### src/rtl/prt_phy_rcfg_rsp.sv
// -----------------------------------------------------------------------------
// prt_phy_rcfg_rsp
//
// Target end of the PHY reconfig bus. It models one transceiver reconfig
// slave as a bank of P_WORDS registers. Accesses take a programmable number
// of extra wait cycles, and STALL_IN can lengthen them further. Each access
// completes with a single cycle of RCFG_WAIT_OUT low. For reads,
// RCFG_DAT_OUT is valid in that same cycle.
//
// Ports
//   RST_IN         asynchronous active-high reset
//   CLK_IN         clock
//   RCFG_ADR_IN    access address, captured in IDLE
//   RCFG_WR_IN     write request, held by the master until acknowledged
//   RCFG_RD_IN     read request, held by the master until acknowledged
//   RCFG_DAT_IN    write data, captured in IDLE
//   RCFG_DAT_OUT   read data; updated only on a read acknowledge
//   RCFG_WAIT_OUT  wait request; high except in the single acknowledge cycle
//   STALL_IN       freezes an access in BUSY while high
//   ERR_CLR_IN     clears ERR_OUT (a simultaneous new error wins)
//   ERR_OUT        sticky protocol error (WR+RD together, or request dropped)
//   WR_CNT_OUT     completed writes, wrapping
//   RD_CNT_OUT     completed reads, wrapping
// -----------------------------------------------------------------------------
module prt_phy_rcfg_rsp #(
  parameter int                    P_RCFG_ADR = 10,
  parameter int                    P_RCFG_DAT = 32,
  parameter int                    P_WORDS    = 16,
  parameter int                    P_LAT      = 2,
  parameter logic [P_RCFG_DAT-1:0] P_OOR_DAT  = P_RCFG_DAT'(32'hDEADBEEF),
  parameter int                    P_CNT      = 16
) (
  input  logic                  RST_IN,
  input  logic                  CLK_IN,
  input  logic [P_RCFG_ADR-1:0] RCFG_ADR_IN,
  input  logic                  RCFG_WR_IN,
  input  logic                  RCFG_RD_IN,
  input  logic [P_RCFG_DAT-1:0] RCFG_DAT_IN,
  output logic [P_RCFG_DAT-1:0] RCFG_DAT_OUT,
  output logic                  RCFG_WAIT_OUT,
  input  logic                  STALL_IN,
  input  logic                  ERR_CLR_IN,
  output logic                  ERR_OUT,
  output logic [P_CNT-1:0]      WR_CNT_OUT,
  output logic [P_CNT-1:0]      RD_CNT_OUT
);

  localparam logic [1:0] S_IDLE = 2'd0;
  localparam logic [1:0] S_BUSY = 2'd1;
  localparam logic [1:0] S_ACK  = 2'd2;

  localparam int LAT_W = (P_LAT > 0) ? $clog2(P_LAT + 1) : 1;
  localparam int IDX_W = (P_WORDS > 1) ? $clog2(P_WORDS) : 1;

  logic [1:0]            state;
  logic [LAT_W-1:0]      lat_cnt;
  logic [P_RCFG_ADR-1:0] cap_adr;
  logic [P_RCFG_DAT-1:0] cap_dat;
  logic                  cap_wr;
  logic [P_RCFG_DAT-1:0] regs [P_WORDS];

  logic             req_one;
  logic             req_both;
  logic             req_held;
  logic             in_range;
  logic [IDX_W-1:0] idx;
  logic             busy_abort;
  logic             busy_done;
  logic             err_set;

  assign req_one  = RCFG_WR_IN ^ RCFG_RD_IN;
  assign req_both = RCFG_WR_IN & RCFG_RD_IN;
  // In BUSY only the request line of the captured operation is watched.
  assign req_held = cap_wr ? RCFG_WR_IN : RCFG_RD_IN;
  // One extra bit so that P_WORDS == 2**P_RCFG_ADR does not truncate to zero.
  assign in_range = {1'b0, cap_adr} < (P_RCFG_ADR + 1)'(P_WORDS);
  assign idx      = cap_adr[IDX_W-1:0];

  assign busy_abort = (state == S_BUSY) && !req_held;
  assign busy_done  = (state == S_BUSY) && req_held && !STALL_IN && (lat_cnt == '0);
  assign err_set    = ((state == S_IDLE) && req_both) || busy_abort;

  // Control path, captured request and all registered outputs.
  always_ff @(posedge CLK_IN or posedge RST_IN) begin
    if (RST_IN) begin
      state         <= S_IDLE;
      lat_cnt       <= '0;
      cap_adr       <= '0;
      cap_dat       <= '0;
      cap_wr        <= 1'b0;
      RCFG_WAIT_OUT <= 1'b1;
      RCFG_DAT_OUT  <= '0;
      ERR_OUT       <= 1'b0;
      WR_CNT_OUT    <= '0;
      RD_CNT_OUT    <= '0;
    end else begin
      // Set has priority over clear so that no error is lost.
      ERR_OUT <= err_set | (ERR_OUT & ~ERR_CLR_IN);
      case (state)
        S_IDLE: begin
          if (req_both) begin
            // Null access: acknowledge so the master is not left hanging.
            state         <= S_ACK;
            RCFG_WAIT_OUT <= 1'b0;
          end else if (req_one) begin
            state   <= S_BUSY;
            cap_adr <= RCFG_ADR_IN;
            cap_dat <= RCFG_DAT_IN;
            cap_wr  <= RCFG_WR_IN;
            lat_cnt <= LAT_W'(P_LAT);
          end
        end
        S_BUSY: begin
          if (busy_abort) begin
            state <= S_IDLE;
          end else if (!STALL_IN) begin
            if (lat_cnt == '0) begin
              state         <= S_ACK;
              RCFG_WAIT_OUT <= 1'b0;
              if (cap_wr) begin
                WR_CNT_OUT <= WR_CNT_OUT + 1'b1;
              end else begin
                RD_CNT_OUT   <= RD_CNT_OUT + 1'b1;
                RCFG_DAT_OUT <= in_range ? regs[idx] : P_OOR_DAT;
              end
            end else begin
              lat_cnt <= lat_cnt - 1'b1;
            end
          end
        end
        S_ACK: begin
          state         <= S_IDLE;
          RCFG_WAIT_OUT <= 1'b1;
        end
        default: begin
          state         <= S_IDLE;
          RCFG_WAIT_OUT <= 1'b1;
        end
      endcase
    end
  end

  // NOTE: the register bank gets an explicit reset loop, unlike a typical
  // memory. A reset in the middle of an access has to leave every register
  // at zero, so this bank must be built from flops and cannot be a RAM macro.
  always_ff @(posedge CLK_IN or posedge RST_IN) begin
    if (RST_IN) begin
      for (int i = 0; i < P_WORDS; i++) begin
        regs[i] <= '0;
      end
    end else if (busy_done && cap_wr && in_range) begin
      regs[idx] <= cap_dat;
    end
  end

endmodule

### config.mk
export PLATFORM = sky130hd
export DESIGN_NAME = prt_phy_rcfg_rsp
export DESIGN_NICKNAME = d
export VERILOG_FILES = /design/src/rtl/prt_phy_rcfg_rsp.sv
export SDC_FILE = /design/constraint.sdc
export NUM_CORES = 1
export LEC_CHECK = 0
export ABC_AREA = 1
export CAP_MARGIN = 0
export CORE_UTILIZATION = 60
export CTS_CLUSTER_DIAMETER = 60
export DETAILED_ROUTE_END_ITERATION = 8
export PLACE_DENSITY = 0.85
export RECOVER_POWER = 25
export SLEW_MARGIN = 20
export SYNTH_ARGS = -nofsm -noshare
export SYNTH_HDL_FRONTEND = slang
export SYNTH_SLANG_ARGS = --single-unit
### constraint.sdc
create_clock -name CLK_IN -period 25.8 [get_ports CLK_IN]
set_clock_uncertainty 0.1 [all_clocks]
set_input_delay 2.58 -clock CLK_IN [delete_from_list [all_inputs] [get_ports CLK_IN]]
set_output_delay 2.58 -clock CLK_IN [all_outputs]
set_load 0.02 [all_outputs]
Word level (Yosys, flattened, before mapping)
Cells that the tools add are included.
{"block": "totals", "wordCells": 98, "in_bits": 48, "regBits": 625, "latch_bits": 0, "mem_bits_ro": 0, "mem_bits_rw": 0, "mem_count": 0}
{"block": "op_classes", "bitwise": 10, "reduce_logical": 20, "magnitude_cmp": 3, "eq_ne": 11, "multipliers": 0, "add_sub_neg": 3, "div": 0, "muxes": 25, "shift": 0}
{"operator": "512-bit bitwise mux", "n": 1}
{"operator": "32-bit binary-select mux with 4-bit select", "n": 1}
{"operator": "32-bit demux with 4-bit select", "n": 1}
{"operator": "32-bit 2-to-1 mux", "n": 4}
{"operator": "16-bit by 1-bit adder with 16-bit output, second input constant", "n": 2}
{"operator": "2-bit 2-to-1 mux", "n": 10}
{"operator": "2-bit inequality test, second input constant", "n": 6}
{"operator": "10-bit by 5-bit less-than comparator with 1-bit output, second input constant", "n": 1}
{"operator": "5-bit AND reduction", "n": 2}
{"operator": "1-bit logical AND", "n": 8}
{"operator": "2-bit one-hot mux with 2 select lines", "n": 2}
{"operator": "3-bit inequality test, second input constant", "n": 2}
{"operator": "3-bit AND reduction", "n": 2}
{"operator": "6-bit AND reduction", "n": 1}
{"operator": "5-bit >= comparator, second input constant", "n": 1}
{"operator": "5-bit by 1-bit less-than comparator with 1-bit output, second input constant", "n": 1}
{"operator": "1-bit 2-to-1 mux", "n": 5}
{"operator": "1-bit inverter", "n": 5}
{"operator": "4-bit inverter with 5-bit output", "n": 1}
{"operator": "2-bit logical NOT", "n": 2}
{"operator": "4-bit AND reduction", "n": 1}
{"operator": "3-bit by 2-bit inequality test with 1-bit output, second input constant", "n": 1}
{"operator": "1-bit AND", "n": 2}
{"operator": "2-bit by 1-bit equality test with 1-bit output, second input constant", "n": 1}
{"operator": "other kinds (8)", "n": 9}

Depth between registers and ports, before layout
Gate-level depths: netlist of the first run.
{"block": "depth", "depth_word": 6, "mapped_depth": 12}

Worst setup path after synthesis of the first run
Ideal clock, no wire load.
{"block": "synth_timing", "path_kind": "input to register", "from": "input port RCFG_WR_IN", "to": "register cap_dat[19]", "path_stages": 6, "required_time_ns": 25.558, "setup_ns": 0.142, "setup_slack_ns": 21.780, "arrival_time_ns": 3.778, "n_path_buf": 2, "cell_sequence": "inv_1 > ha_1 > nand2_1 > clkbuf_1 > clkbuf_1 > a21oi_1"}
{"block": "synth_between", "elab_chain_cells": 3}
{"item": "start, declared", "line": "36", "text": "input logic RCFG_WR_IN,"}
{"item": "1-bit AND", "line": "72", "text": "assign req_both = RCFG_WR_IN & RCFG_RD_IN;"}
{"item": "1-bit inverter (no source line)"}
{"item": "3-bit AND reduction (no source line) *"}
{"item": "end signal, assigned", "line": "89", "text": "cap_dat <= '0;"}
{"item": "end signal, assigned", "line": "108", "text": "cap_dat <= RCFG_DAT_IN;"}
{"item": "end, declared", "line": "58", "text": "logic [P_RCFG_DAT-1:0] cap_dat;"}
Every way passes the cells marked *; elsewhere a longest branch is shown, timed or not.
A chain may end at the register's enable or synchronous reset.

==> out/metrics.csv, run 1 <==
metric;value;unit
outcome;complete, but fails checks;
violations;capacitance limit, slew limit;
fmax;0.133;GHz
dpl_cell_area;29700;sq um
cellLeakagePower;15.6;nW
synth_xor_area_frac;0.00697;
ys_types;31;
p_per_area;85.8;nW/um^2
postCtsHoldBufs;0;
clock_sinks;625;
worstPathRequired;26.30;ns
rsz0062_at_grt;false;
crit_chain;dlygate4sd3_1 > clkinvlp_2 > buf_12 > buf_4;
final_common_cell;nand2_1;
die_h;221;um
final_antenna_net_count;0;
vias_per_cell;5.83;
place.gp.congestion;0.865;
ios;114;
min_path_type;reg -> reg;
fin_tns_setup;0;ns
route.detailed.wl_per_inst;18.2;um
drv_slew;244;
synthMuxAreaShare;0.00234;
grt_usage;0.319;
synth_top_family_by_area;simple AND/OR/NAND/NOR gates;
synthTopCellsByArea;dfrtp_1 54%, nand2_1 21%, o21ai_1 4.5%;
row_count;80;
yosys_warnings;0;
internal_power;1.73;mW
end_kind;asynchronous set/reset pin;
p_sw_frac;0.366;
synth_flop_cell;dfrtp_1;
synth_top_cell_by_area;dfrtp_1;
path_clk_slew;0.06;ns
synth-seq-cells;625;
grt_max_degree;175;
min_period;7.50;ns
pwr-share-comb;0.247;
worstMarginPinSlew;5.71;ns
final_cell_mix;1634 x nand2_1, 622 x dfrtp_1, 258 x o21ai_1;
synth_adder_area_share;0.00217;
htreeDepth;3;
p_clk_frac;0.344;
syn_nets;3630;
power.switching;1.00;mW
critPathSlowestCell;clkinvlp_2;
final_util;0.667;
synth_compound_area_frac;0.108;
critical_path_class;in -> async;
setup_viol;0;
critPathTopFamily;buffers and inverters;
synthArstFlopShare;1.00;
hold_viol;0;
numPortBuffers;113;
max_stage_delay;3.17;ns
min_period_over_period;0.291;
synth_area;28900;sq um
n_antenna_cell;0;
drive_gt1_frac;0.0633;
nets;3590;
maxCapViolCount;3;
slew_headroom;-2.83;
cts-root-buf;clkbuf_16;
grt_pass1_wl;125;mm
whs;0.381;ns
design_area;31800;sq um
cts_setup_buffers;0;
drt_iter0_drc;2949;
crit_fanout;174;
avgSynthCellArea;8.08;sq um
p_seq_frac;0.409;
vdd_drop_max;0.104;mV
dpl.hpwl;39.9;mm
fillers;3765;
grt_overflow;0;
clk_latency;0.60;ns
dieArea;49000;sq um
dr.pass1.iters;6;
crit_arrival;8.00;ns
grt_pass1_vias;23659;
coreArea;47600;sq um
synth_top_area_share;0.540;
ctsResizeCount;0;
cts_made_buffers;66;
synth_edf_count;0;
antenna_found_initial;0;
start_kind;input port;
die_w;221;um
area_growth;10.0;%
syn_inst;3577;
cts_tree;yes;
post-route-drc-count;0;
critPathBufInv;4;
yosys.area_share.simple;0.281;
ys_seq_area_frac;0.541;
floorplan.initialDensity;0.606;
finalWirelength;76.6;mm
fin_total_pwr;2.73;mW
clockBufferDepth;3;
num_vias;24482;
[worst reg2reg max path, stage by stage, from the launching register on]
cell,delay [ns]
dfrtp_1,0.37
inv_1,0.10
ha_1,0.23
nand2_4,0.10
nor2_8,0.09
nand2_1,0.64
nor2_4,0.25
clkbuf_1,1.83
o21ai_0,0.70
nand2_1,0.20
[per-layer routing]
layer  track usage  part of all wire
met5             0                 0
met4         0.124             0.034
met3        0.0556             0.090
met2         0.524              0.47
met1         0.424              0.41
[through the flow]
| step | setup slack [ns] | cells |
|---|---|---|
| after floorplan | 5.62 | 3577 |
| after global placement | 19.88 | 4084 |
| after detailed placement | 19.85 | 4084 |
| after CTS | 20.51 | 4201 |
| after global routing | 17.40 | 4201 |
| final | 18.30 | 4201 |
[cell usage after synthesis, drive strengths merged (6+ instances only)]
| cell | n |
|---|---|
| a21oi | 40 |
| buf | 78 |
| clkbuf | 167 |
| dfrtp | 624 |
| inv | 75 |
| mux2 | 6 |
| nand2 | 1659 |
| nand3 | 159 |
| nand4 | 28 |
| nor2 | 166 |
| nor3 | 6 |
| o21ai | 536 |
| xnor2 | 8 |
| xor2 | 15 |
[registers in the layout, summed over array words and instances (netlist names)]
name,count
RCFG_WAIT_OUT,1
ERR_OUT,1
cap_adr,10
state,2
RD_CNT_OUT,16
cap_wr,1
regs,512
lat_cnt,2
WR_CNT_OUT,16
RCFG_DAT_OUT,32
cap_dat,32
[logic make-up (layout without fill, tap and decap cells)]
kind of cell | Yosys count | count (layout)
and+or+nand+nor | 2019 | 2019
DFF | 625 | 625
AOI/OAI and AO/OA | 578 | 578
buffers and inverters | 321 | 330
xor gates and xnor gates | 23 | 23
muxes | 6 | 6
adders and majority gates | 5 | 5
[power groups by stage]
stage               sequential [mW]  clock [mW]  combinational, mW
finish                         1.12       0.939              0.674
global route                   1.12       0.987              0.715
CTS                            1.12       0.946              0.668
detailed placement             1.13           0              0.664
global placement               1.13           0              0.656
floorplan                      1.13           0              0.400
[final cells by class]
type	count	area [sq um]	area share
tap	615	769	0.0242
timing repair buffer	137	1340	0.0420
inverter	76	294	0.00925
clock inverter	15	139	0.00437
sequential	625	15600	0.492
multi-input combinational	2631	11600	0.365
clock buffer	102	1990	0.0627
[worst paths after layout]
check                            from               end  slack [ns]  depth (start not counted)
min                         regs[501]         regs[501]        0.38                          2
max in group CLK_IN        RCFG_RD_IN  RCFG_DAT_OUT[29]       19.24                          8
min reg2reg                 regs[501]         regs[501]        0.38                          2
max                            RST_IN         regs[294]       18.30                          4
max reg2reg                lat_cnt[0]  RCFG_DAT_OUT[29]       21.11                          9
min in group asynchronous      RST_IN     WR_CNT_OUT[1]        4.12                          2
(Power assumes the default switching activity.)
==> run 2: changes to the inputs <==
- clock period: 25.8 -> 6.9 ns (I/O delays scaled with it)
==> run 2 against run 1 <==
Compared with the run above: the run still ends with capacitance limit, slew limit left; count of clock-buffer cells in the layout decreased by 19; worst setup slack got worse by 16 ns; via count increased by 0.13%; sequential cell count unchanged; non-clock buffer count rose by 4; clock power rose to 3.5 times the previous value; power rose to 3.7 times the previous value; utilization decreased by 0.36 points; register-to-register slack worse by 18 ns; critical path type unchanged; largest power group unchanged.
==> out/metrics.csv, run 2 (synthesized netlist as in run 1, its figures left out) <==
metric;value;unit;change
reg_top3;regs (512), RCFG_DAT_OUT (32), cap_dat (32);;
area_growth;9.43;%;
vdd_drop_max;0.424;mV;+310%
dpl.hpwl;38.8;mm;-2.8%
worstMarginPinSlew;2.92;ns;-2.79 ns
route.detailed.wl_per_inst;18.2;um;-0.22%
grt_overflow;0;;unchanged
dr.pass1.iters;8;;+2
cts_tree;yes;;
nets;3588;;-0.056%
r2r.worst_path.cells;10;;+1
grt_pass1_wl;124;mm;-0.55%
end_kind;asynchronous set/reset pin;;
vias_per_cell;5.84;;+0.28%
critPathCapture;regs[473];;
largest-register;regs;;
cts_made_buffers;60;;-9.1%
post-route-drc-count;0;;unchanged
fmax;0.234;GHz;
cp_num_cells;3;;-1
postCtsHoldBufs;0;;unchanged
start_kind;input port;;
critical_path_class;in -> async;;
critPathSlowestCell;clkbuf_2;;
dp_slack;3.38;ns;-16.47 ns
r2r-end;regs[171];;
rsz0062_at_grt;false;;
place.gp.congestion;0.839;;-3.0%
finalWirelength;76.3;mm;-0.36%
final_antenna_net_count;0;;unchanged
min_period_over_period;0.619;;
critPathBufInv;3;;-1
drv_slew;272;;+11%
clock_sinks;625;;unchanged
num_vias;24515;;+0.13%
maxCapViolCount;3;;unchanged
fillers;3745;;-0.53%
drive_gt1_frac;0.0634;;+0.000124
min_path_type;reg -> reg;;
die_h;221;um;unchanged
drt_iter0_drc;2836;;-3.8%
slew_headroom;-0.944;;+1.88
setup_viol;0;;unchanged
coreArea;47600;sq um;unchanged
crit_arrival;4.26;ns;-3.74 ns
clockBufferDepth;3;;unchanged
regToRegSetupSlack;3.53;ns;-17.58 ns
min_period;4.27;ns;
max_stage_delay;2.13;ns;-1.04 ns
dieArea;49000;sq um;unchanged
htreeDepth;2;;-1
die_w;221;um;unchanged
final_common_cell;nand2_1;;
path_clk_slew;0.06;ns;about the same
largest_reg_flops;512;;unchanged
cts_setup_buffers;0;;unchanged
final_cell_mix;1635 x nand2_1, 622 x dfrtp_1, 258 x o21ai_1;;
whs;0.378;ns;-0.00353 ns
worstPathRequired;6.89;ns;-19.41 ns
row_count;80;;unchanged
outcome;complete, but fails checks;;
crit_fanout;120;;-31%
hold_viol;0;;unchanged
violations;capacitance limit, slew limit;;
ff_latch_area;15600;sq um;unchanged
crit_chain;dlygate4sd3_1 > clkinvlp_2 > clkbuf_2;;
ios;114;;unchanged
antenna_found_initial;0;;unchanged
r2r_start;lat_cnt[0];;
numPortBuffers;113;;unchanged
multi_input_area;11600;sq um;-0.15%
ctsResizeCount;0;;unchanged
layout_setup_ws;2.63;ns;-15.67 ns
p_per_area;317;nW/um^2;+270%
grt_pass1_vias;23577;;-0.35%
clk_latency;0.64;ns;+0.04 ns
cellLeakagePower;15.5;nW;-0.67%
floorplan.initialDensity;0.606;;unchanged
cts-root-buf;clkbuf_16;;
startpoint;RST_IN;;
grt_max_degree;178;;+1.7%
grt_usage;0.317;;-0.00121
critPathTopFamily;buffers and inverters;;
## run 2: cell types whose count changed in the layout (fill, tap and decap cells not counted), moves of 2 or more
cell | before | now
clkbuf_2 | 0 | 2
clkinv_2 | 8 | 14
clkbuf_16 | 71 | 60
clkbuf_1 | 22 | 15
clkdlybuf4s50_1 | 65 | 110
bufinv_16 | 2 | 5
dlygate4sd3_1 | 48 | 3
clkinvlp_4 | 4 | 1
nand2_2 | 12 | 14
nand2_4 | 3 | 0
## run 2: worst min path at each step
stage,from,end,slack (ns),cells after the start
after floorplan,regs[0],regs[0],0.35,2
after global placement,ERR_OUT,ERR_OUT,0.36,2
after detailed placement,ERR_OUT,ERR_OUT,0.37,2
after CTS,RCFG_WAIT_OUT,RCFG_WAIT_OUT,0.38,2
after global routing,regs[48],regs[48],0.40,2
final,RCFG_WAIT_OUT,RCFG_WAIT_OUT,0.38,2
## run 2: per-stage QoR
| stage | setup TNS [ns] | instances | util | cell area [sq um] | total power, mW |
|---|---|---|---|---|---|
| finish | 0 | 4195 | 0.664 | 31600 | 10.0 |
| global route | 0 | 4194 | 0.664 | 31600 | 10.4 |
| CTS | 0 | 4194 | 0.665 | 31700 | 10.0 |
| detailed placement | 0 | 4088 | 0.624 | 29700 | 6.70 |
| global placement | 0 | 4088 | 0.624 | 29700 | 6.67 |
| floorplan | -1511.40 | 3577 | - | 28900 | 5.74 |
## run 2: report_power, final
group	leakage, nW	internal [mW]	switching [mW]
combinational	6.05	0.488	2.03
clock	0.974	1.89	1.43
sequential	8.47	3.93	0.251
## run 2: cell type report
class                      instances  area share
sequential                       625       0.495
multi-input combinational       2631       0.367
clock buffer                      83      0.0537
timing repair buffer             141      0.0427
tap                              615      0.0243
inverter                          76     0.00930
clock inverter                    23     0.00827
antenna                            1   0.0000791
## run 2: metal layers
metal | GRT usage | wire length, um | vias up
li1 | - | - | 11290
met1 | 0.430 | 30700 | 11739
met3 | 0.0677 | 7720 | 222
met4 | 0.117 | 2630 | 0
met2 | 0.508 | 35300 | 1264
met5 | 0 | 0 | -
## run 2: worst min-delay path, cell delays in order (launching register included)
cell and delay [ns]:
dfstp_2 0.36, o21ai_0 0.06, nand2_1 0.05
